$ cat src/rtl/covox_sd_dac_if.sv
// Bus-side signals of the covox DAC: strobe, data bus and beeper/tape levels in,
// captured sample, status and 1-bit audio out.
interface covox_sd_dac_if;
   logic       covox;
   logic [7:0] d;
   logic       beeper;
   logic       tapeout;
   logic [7:0] sample;
   logic       sample_upd;
   logic       idle;
   logic       pdm_out;

   modport master (
      output covox, d, beeper, tapeout,
      input  sample, sample_upd, idle, pdm_out
   );

   modport slave (
      input  covox, d, beeper, tapeout,
      output sample, sample_upd, idle, pdm_out
   );
endinterface

$ cat src/rtl/covox_sd_dac.sv
// Covox sample capture, beeper/tape mixer and first-order sigma-delta 1-bit DAC.
// The sample returns to MIDSCALE after 2^IDLE_W-1 clocks without a covox write.
module covox_sd_dac #(
   parameter int unsigned BEEP_AMP = 96,
   parameter int unsigned TAPE_AMP = 32,
   parameter int unsigned IDLE_W   = 20,
   parameter logic [7:0]  MIDSCALE = 8'h80
) (
   input logic           cpu_clock,
   input logic           reset,
   covox_sd_dac_if.slave bus
);
   localparam logic [9:0] BeepAmp = 10'(BEEP_AMP);
   localparam logic [9:0] TapeAmp = 10'(TAPE_AMP);

   logic              s1_q, s2_q, s3_q;
   logic [7:0]        d1_q, d2_q;
   logic [7:0]        hold_q, hold_d;
   logic [7:0]        sample_q, sample_d;
   logic              upd_q;
   logic              idle_q, idle_d;
   logic [IDLE_W-1:0] cnt_q, cnt_d, cnt_inc;
   logic [7:0]        acc_q;
   logic              pdm_q;
   logic              commit, cnt_sat, timeout;
   logic [9:0]        mix10;
   logic [7:0]        mix8;
   logic [8:0]        sum9;

   always_comb begin
      commit  = s3_q & ~s2_q;
      cnt_inc = cnt_q + IDLE_W'(1);
      cnt_sat = &cnt_q;
      // Fires only on the step into all-ones, so a saturated counter reloads once.
      timeout = ~cnt_sat & (&cnt_inc);

      hold_d = s2_q ? d2_q : hold_q;

      sample_d = sample_q;
      idle_d   = idle_q;
      cnt_d    = cnt_sat ? cnt_q : cnt_inc;
      if (commit) begin
         sample_d = hold_q;
         idle_d   = 1'b0;
         cnt_d    = '0;
      end else if (timeout) begin
         sample_d = MIDSCALE;
         idle_d   = 1'b1;
      end

      mix10 = {3'b000, sample_q[7:1]}
            + (bus.beeper  ? BeepAmp : 10'd0)
            + (bus.tapeout ? TapeAmp : 10'd0);
      mix8  = (mix10 > 10'd255) ? 8'hFF : mix10[7:0];
      sum9  = {1'b0, acc_q} + {1'b0, mix8};
   end

   always_ff @(posedge cpu_clock or negedge reset) begin
      if (!reset) begin
         s1_q     <= 1'b0;
         s2_q     <= 1'b0;
         s3_q     <= 1'b0;
         d1_q     <= 8'h00;
         d2_q     <= 8'h00;
         hold_q   <= MIDSCALE;
         sample_q <= MIDSCALE;
         upd_q    <= 1'b0;
         idle_q   <= 1'b0;
         cnt_q    <= '0;
         acc_q    <= 8'h00;
         pdm_q    <= 1'b0;
      end else begin
         s1_q     <= bus.covox;
         s2_q     <= s1_q;
         s3_q     <= s2_q;
         d1_q     <= bus.d;
         d2_q     <= d1_q;
         hold_q   <= hold_d;
         sample_q <= sample_d;
         upd_q    <= commit;
         idle_q   <= idle_d;
         cnt_q    <= cnt_d;
         acc_q    <= sum9[7:0];
         pdm_q    <= sum9[8];
      end
   end

   assign bus.sample     = sample_q;
   assign bus.sample_upd = upd_q;
   assign bus.idle       = idle_q;
   assign bus.pdm_out    = pdm_q;
endmodule

$ cat src/flat_wrapper.sv
// flat-port wrapper written by rule: the top's interface ports become plain ports
module covox_sd_dac_flat 
#(
   parameter int unsigned BEEP_AMP = 96,
   parameter int unsigned TAPE_AMP = 32,
   parameter int unsigned IDLE_W   = 20,
   parameter logic [7:0]  MIDSCALE = 8'h80
)
  (cpu_clock, reset, bus_covox, bus_d, bus_beeper, bus_tapeout, bus_sample, bus_sample_upd, bus_idle, bus_pdm_out);
  covox_sd_dac_if bus_i ();
  input logic cpu_clock;
  input logic reset;
  input wire logic [$bits(bus_i.covox)-1:0] bus_covox;
  input wire logic [$bits(bus_i.d)-1:0] bus_d;
  input wire logic [$bits(bus_i.beeper)-1:0] bus_beeper;
  input wire logic [$bits(bus_i.tapeout)-1:0] bus_tapeout;
  output wire logic [$bits(bus_i.sample)-1:0] bus_sample;
  output wire logic [$bits(bus_i.sample_upd)-1:0] bus_sample_upd;
  output wire logic [$bits(bus_i.idle)-1:0] bus_idle;
  output wire logic [$bits(bus_i.pdm_out)-1:0] bus_pdm_out;
  assign bus_i.covox = bus_covox;
  assign bus_i.d = bus_d;
  assign bus_i.beeper = bus_beeper;
  assign bus_i.tapeout = bus_tapeout;
  assign bus_sample = bus_i.sample;
  assign bus_sample_upd = bus_i.sample_upd;
  assign bus_idle = bus_i.idle;
  assign bus_pdm_out = bus_i.pdm_out;
  covox_sd_dac #(.BEEP_AMP(BEEP_AMP), .TAPE_AMP(TAPE_AMP), .IDLE_W(IDLE_W), .MIDSCALE(MIDSCALE)) u_core (.cpu_clock(cpu_clock), .reset(reset), .bus(bus_i));
endmodule
$ cat config.mk
export PLATFORM = sky130hd
export DESIGN_NAME = covox_sd_dac_flat
export DESIGN_NICKNAME = d
export VERILOG_FILES = /design/src/rtl/covox_sd_dac_if.sv /design/src/rtl/covox_sd_dac.sv /design/src/flat_wrapper.sv
export SDC_FILE = /design/constraint.sdc
export NUM_CORES = 1
export LEC_CHECK = 0
export ABC_AREA = 1
export BUFFER_PORTS_ARGS = -buffer_cell sky130_fd_sc_hd__buf_2
export CORE_ASPECT_RATIO = 0.5
export CORE_UTILIZATION = 40
export CTS_CLUSTER_SIZE = 20
export DETAILED_ROUTE_END_ITERATION = 7
export PLACE_DENSITY = 0.59
export SLEW_MARGIN = 15
export SYNTH_ARGS = -nofsm -noshare
export SYNTH_HDL_FRONTEND = slang
export SYNTH_SLANG_ARGS = --single-unit
$ cat constraint.sdc
create_clock -name cpu_clock -period 2.7 [get_ports cpu_clock]
set_input_delay 0.27 -clock cpu_clock [delete_from_list [all_inputs] [get_ports cpu_clock]]
set_output_delay 0.27 -clock cpu_clock [all_outputs]
set_load 0.1 [all_outputs]
==> out/qor.txt <==
Status: completed
Net Switching: 1120 uW
Area leader, netlist: dfrtp_1
Clock transition at path regs: 0.06 ns
# port buffers: 23
Global-route wire length before repair: 11,200 um
Starting Density: 0.422
Antenna violations before repair: 0
Grt met3 use: 0.0537
Reg2Reg Capture Point: u_core.acc_q[7]
RSZ-0062 raised after global routing: true
DP HPWL: 4540 um
CP max-delay cell: dfrtp_4
Clock Power Share: 0.334
CTS max path bufs: 2
Synth cell count leaders: nand2_1 (85), dfrtp_1 (64), inv_1 (35), nand3_1 (19), nor2_1 (19)
DRC violations left: 0
Reg2Reg Setup Slack: 0.05 ns
Largest net degree at the start of global routing: 39
Critical Path AT: 2.88 ns
Clock sink total: 66
Hold Crit Endpoint: u_core.d1_q[0]
Fin Setup TNS: 0 ns
Final min period: 2.65 ns
Top-count cell post-synth: nand2_1
# H-tree levels: 3
Root Buffer: clkbuf_16
Reg power frac: 0.382
Max Clock Freq: 0.377 GHz
Main synth FF type: dfrtp_1
Routed WL: 6390 um
GR Overflow Total: 0
Final core utilization: 0.514
Critical path's top delay family: adder cells
Fraction of registers with async set/reset: 1.00
Antenna cell count: 0
Cells on worst reg2reg path: 15
Row Count: 22
GRT busiest layer: met2
Nature of the critical path startpoint: flip-flop
FF+latch count, synth: 66
Final setup violation count: 0
Worst Path Required: 2.92 ns
Die height: 64.7 um
Clk_skew: 0.00408 ns
Internal power: 2120 uW
Critical path endpoint category: flip-flop
DP Area: 3530 sq um
WHS Path Cells: 1
Slew Viols, Final: 0
Drt wl/cell: 13.3 um
Core Box Area: 7460 sq um
Worst vdd ir: 0.437 mV
Mapped Cells: 332
Fin nets: 396
Die X: 127 um
Critical path class: reg -> reg
CTS Buf Count: 9
I/O pins: 24
Post-layout instance area: 3830 sq um
Critical path's most frequent cell: nand2_1
Synth unique cells: 31
Post-route worst setup slack: 0.0468 ns
Max-cap viol count: 0
M1 GR Usage: 0.213
Hold Path Class: in -> reg
Mean Syn Cell Area: 9.47 sq um
Buf+Inv Stages, Crit Path: 0
Worst r2r src: u_core.bus.sample[6]
Comb pwr share: 0.284
Post-DRT Antenna Nets: 0
Layout area overhead: 21.9%
Vias in the first global route: 2,455
Syn Std Cell Area: 3150 sq um
Pleak: 0.00173 uW
Seq/Total Area, Yosys: 0.526
Synth area leaders: dfrtp_1 (51%), nand2_1 (10%), ha_1 (5.2%)
All-Layer GR Usage: 0.182
Crit-path max cell delay: 0.49 ns
Die area: 8240 sq um
Worst-skew pair later-pin latency: 0.33 ns
Layout cells sized above 1: 0.255
Pwr dens: 845 nW/um^2
Slew of the pin with the lowest slew margin: 0.685 ns
Worst slack, placed: 0.00275 ns
# fillers: 692
Worst-path fanout max: 7
Syn Nets: 361
Fin. Hold Viols: 0
RePlAce Congestion: 0.860
Final hold slack: 0.0452 ns
Avg Vias per Cell: 4.74
Met2 Track Usage GR: 0.313
Slew HR: 0.543
TritonCTS clock tree: built
HP Start: bus_d[0]
Switching part of the total: 0.347
Pre-antenna DRT Iters: 4
Cell chain of the critical path: fa_2 -> ha_4 -> ha_4 -> or2_4 -> ha_4 -> a21oi_2 -> nand2_1 -> nand2_1 -> nand2_1 -> a21oi_2 -> nor2_1 -> o21ai_1 -> nand2_1 -> nand2_1 -> nand2_1
EDFF count, synth: 0
Period utilization: 0.983
Ys Warns: 0
Top cell type's share of synthesized area: 0.509
Via count: 2,273
DRT iter0 DRCs: 96
==> flip-flops by register name, indices dropped and copies added, names as in the netlist <==
name	cells
u_core.d2_q	8
u_core.bus.pdm_out	1
u_core.bus.sample	8
u_core.d1_q	8
u_core.s1_q	1
u_core.hold_q	8
u_core.bus.sample_upd	1
u_core.acc_q	8
u_core.s3_q	1
u_core.bus.idle	1
u_core.cnt_q	20
u_core.s2_q	1
==> worst max path at each step <==
stage | end | cells after the start | startpoint
after global placement | u_core.bus.pdm_out | 13 | u_core.bus.sample[6]
after global routing | u_core.acc_q[7] | 15 | u_core.bus.sample[6]
after CTS | u_core.acc_q[7] | 15 | u_core.bus.sample[6]
final | u_core.acc_q[7] | 15 | u_core.bus.sample[6]
after floorplan | u_core.bus.pdm_out | 13 | u_core.bus.sample[7]
after detailed placement | u_core.bus.pdm_out | 13 | u_core.bus.sample[6]
==> per-layer routing <==
layer / routed length, um / part of all wire
met5: 0 / 0
met1: 2940 / 0.46
met4: 138 / 0.022
met2: 3130 / 0.49
met3: 192 / 0.030
==> layout make-up <==
class | count | area, sq um | area share
Sequential cell | 66 | 1660 | 0.433
Tap cell | 108 | 135 | 0.0352
Clock buffer | 9 | 225 | 0.0587
Clock inverter | 7 | 53.8 | 0.0140
Inverter | 36 | 135 | 0.0352
Timing Repair Buffer | 29 | 175 | 0.0457
Multi-Input combinational cell | 225 | 1450 | 0.378
==> cell families after synthesis <==
family / share of synthesized area
mux: 0.0251
compound gates: 0.0625
flops: 0.526
xor+xnor: 0.0223
fa+ha+maj: 0.0708
simple gates: 0.245
buf+inv: 0.0489
==> repair_timing <==
action,4_1_cts,5_1_grt
hold buffers,1,0
setup buffers,0,1
pin swaps,3,4
resized for setup,0,1
endpoints found under the hold margin,26,0
setup endpoints to repair,2,2
==> power groups by stage <==
| stage | Combinational, uW | Clock [uW] | Sequential (uW) |
|---|---|---|---|
| 3_5_place_dp | 912 | 0 | 1260 |
| 6_report | 921 | 1080 | 1240 |
| 5_1_grt | 1040 | 1150 | 1260 |
| 2_1_floorplan | 551 | 0 | 1420 |
| 3_3_place_gp | 875 | 0 | 1250 |
| 4_1_cts | 914 | 1120 | 1240 |
==> per-stage QoR <==
| stage | std cells | total power [uW] |
|---|---|---|
| floorplan | 332 | 1970 |
| global placement | 462 | 2130 |
| detailed placement | 462 | 2170 |
| CTS | 479 | 3270 |
| global route | 480 | 3450 |
| finish | 480 | 3240 |
==> placed cells by master, fill, tap and decap left out, types with 2 or more instances in the layout <==
master / count
ha_4: 6
xnor2_1: 3
nor2_2: 8
inv_1: 34
xor2_1: 5
nor2_1: 19
a21oi_2: 6
ha_1: 7
o21bai_1: 3
nor3_1: 2
a21oi_1: 6
fa_2: 2
mux2_2: 7
buf_4: 4
buf_2: 23
nand3_2: 2
dfrtp_1: 63
or2_4: 3
or2_2: 2
a31oi_1: 8
clkinvlp_4: 3
nand2_1: 85
nand3b_1: 4
nand2_2: 3
o21ai_0: 7
nand3_1: 19
nand4_1: 5
inv_6: 2
nor2_4: 5
clkbuf_16: 9
(Power assumes the default switching activity.)
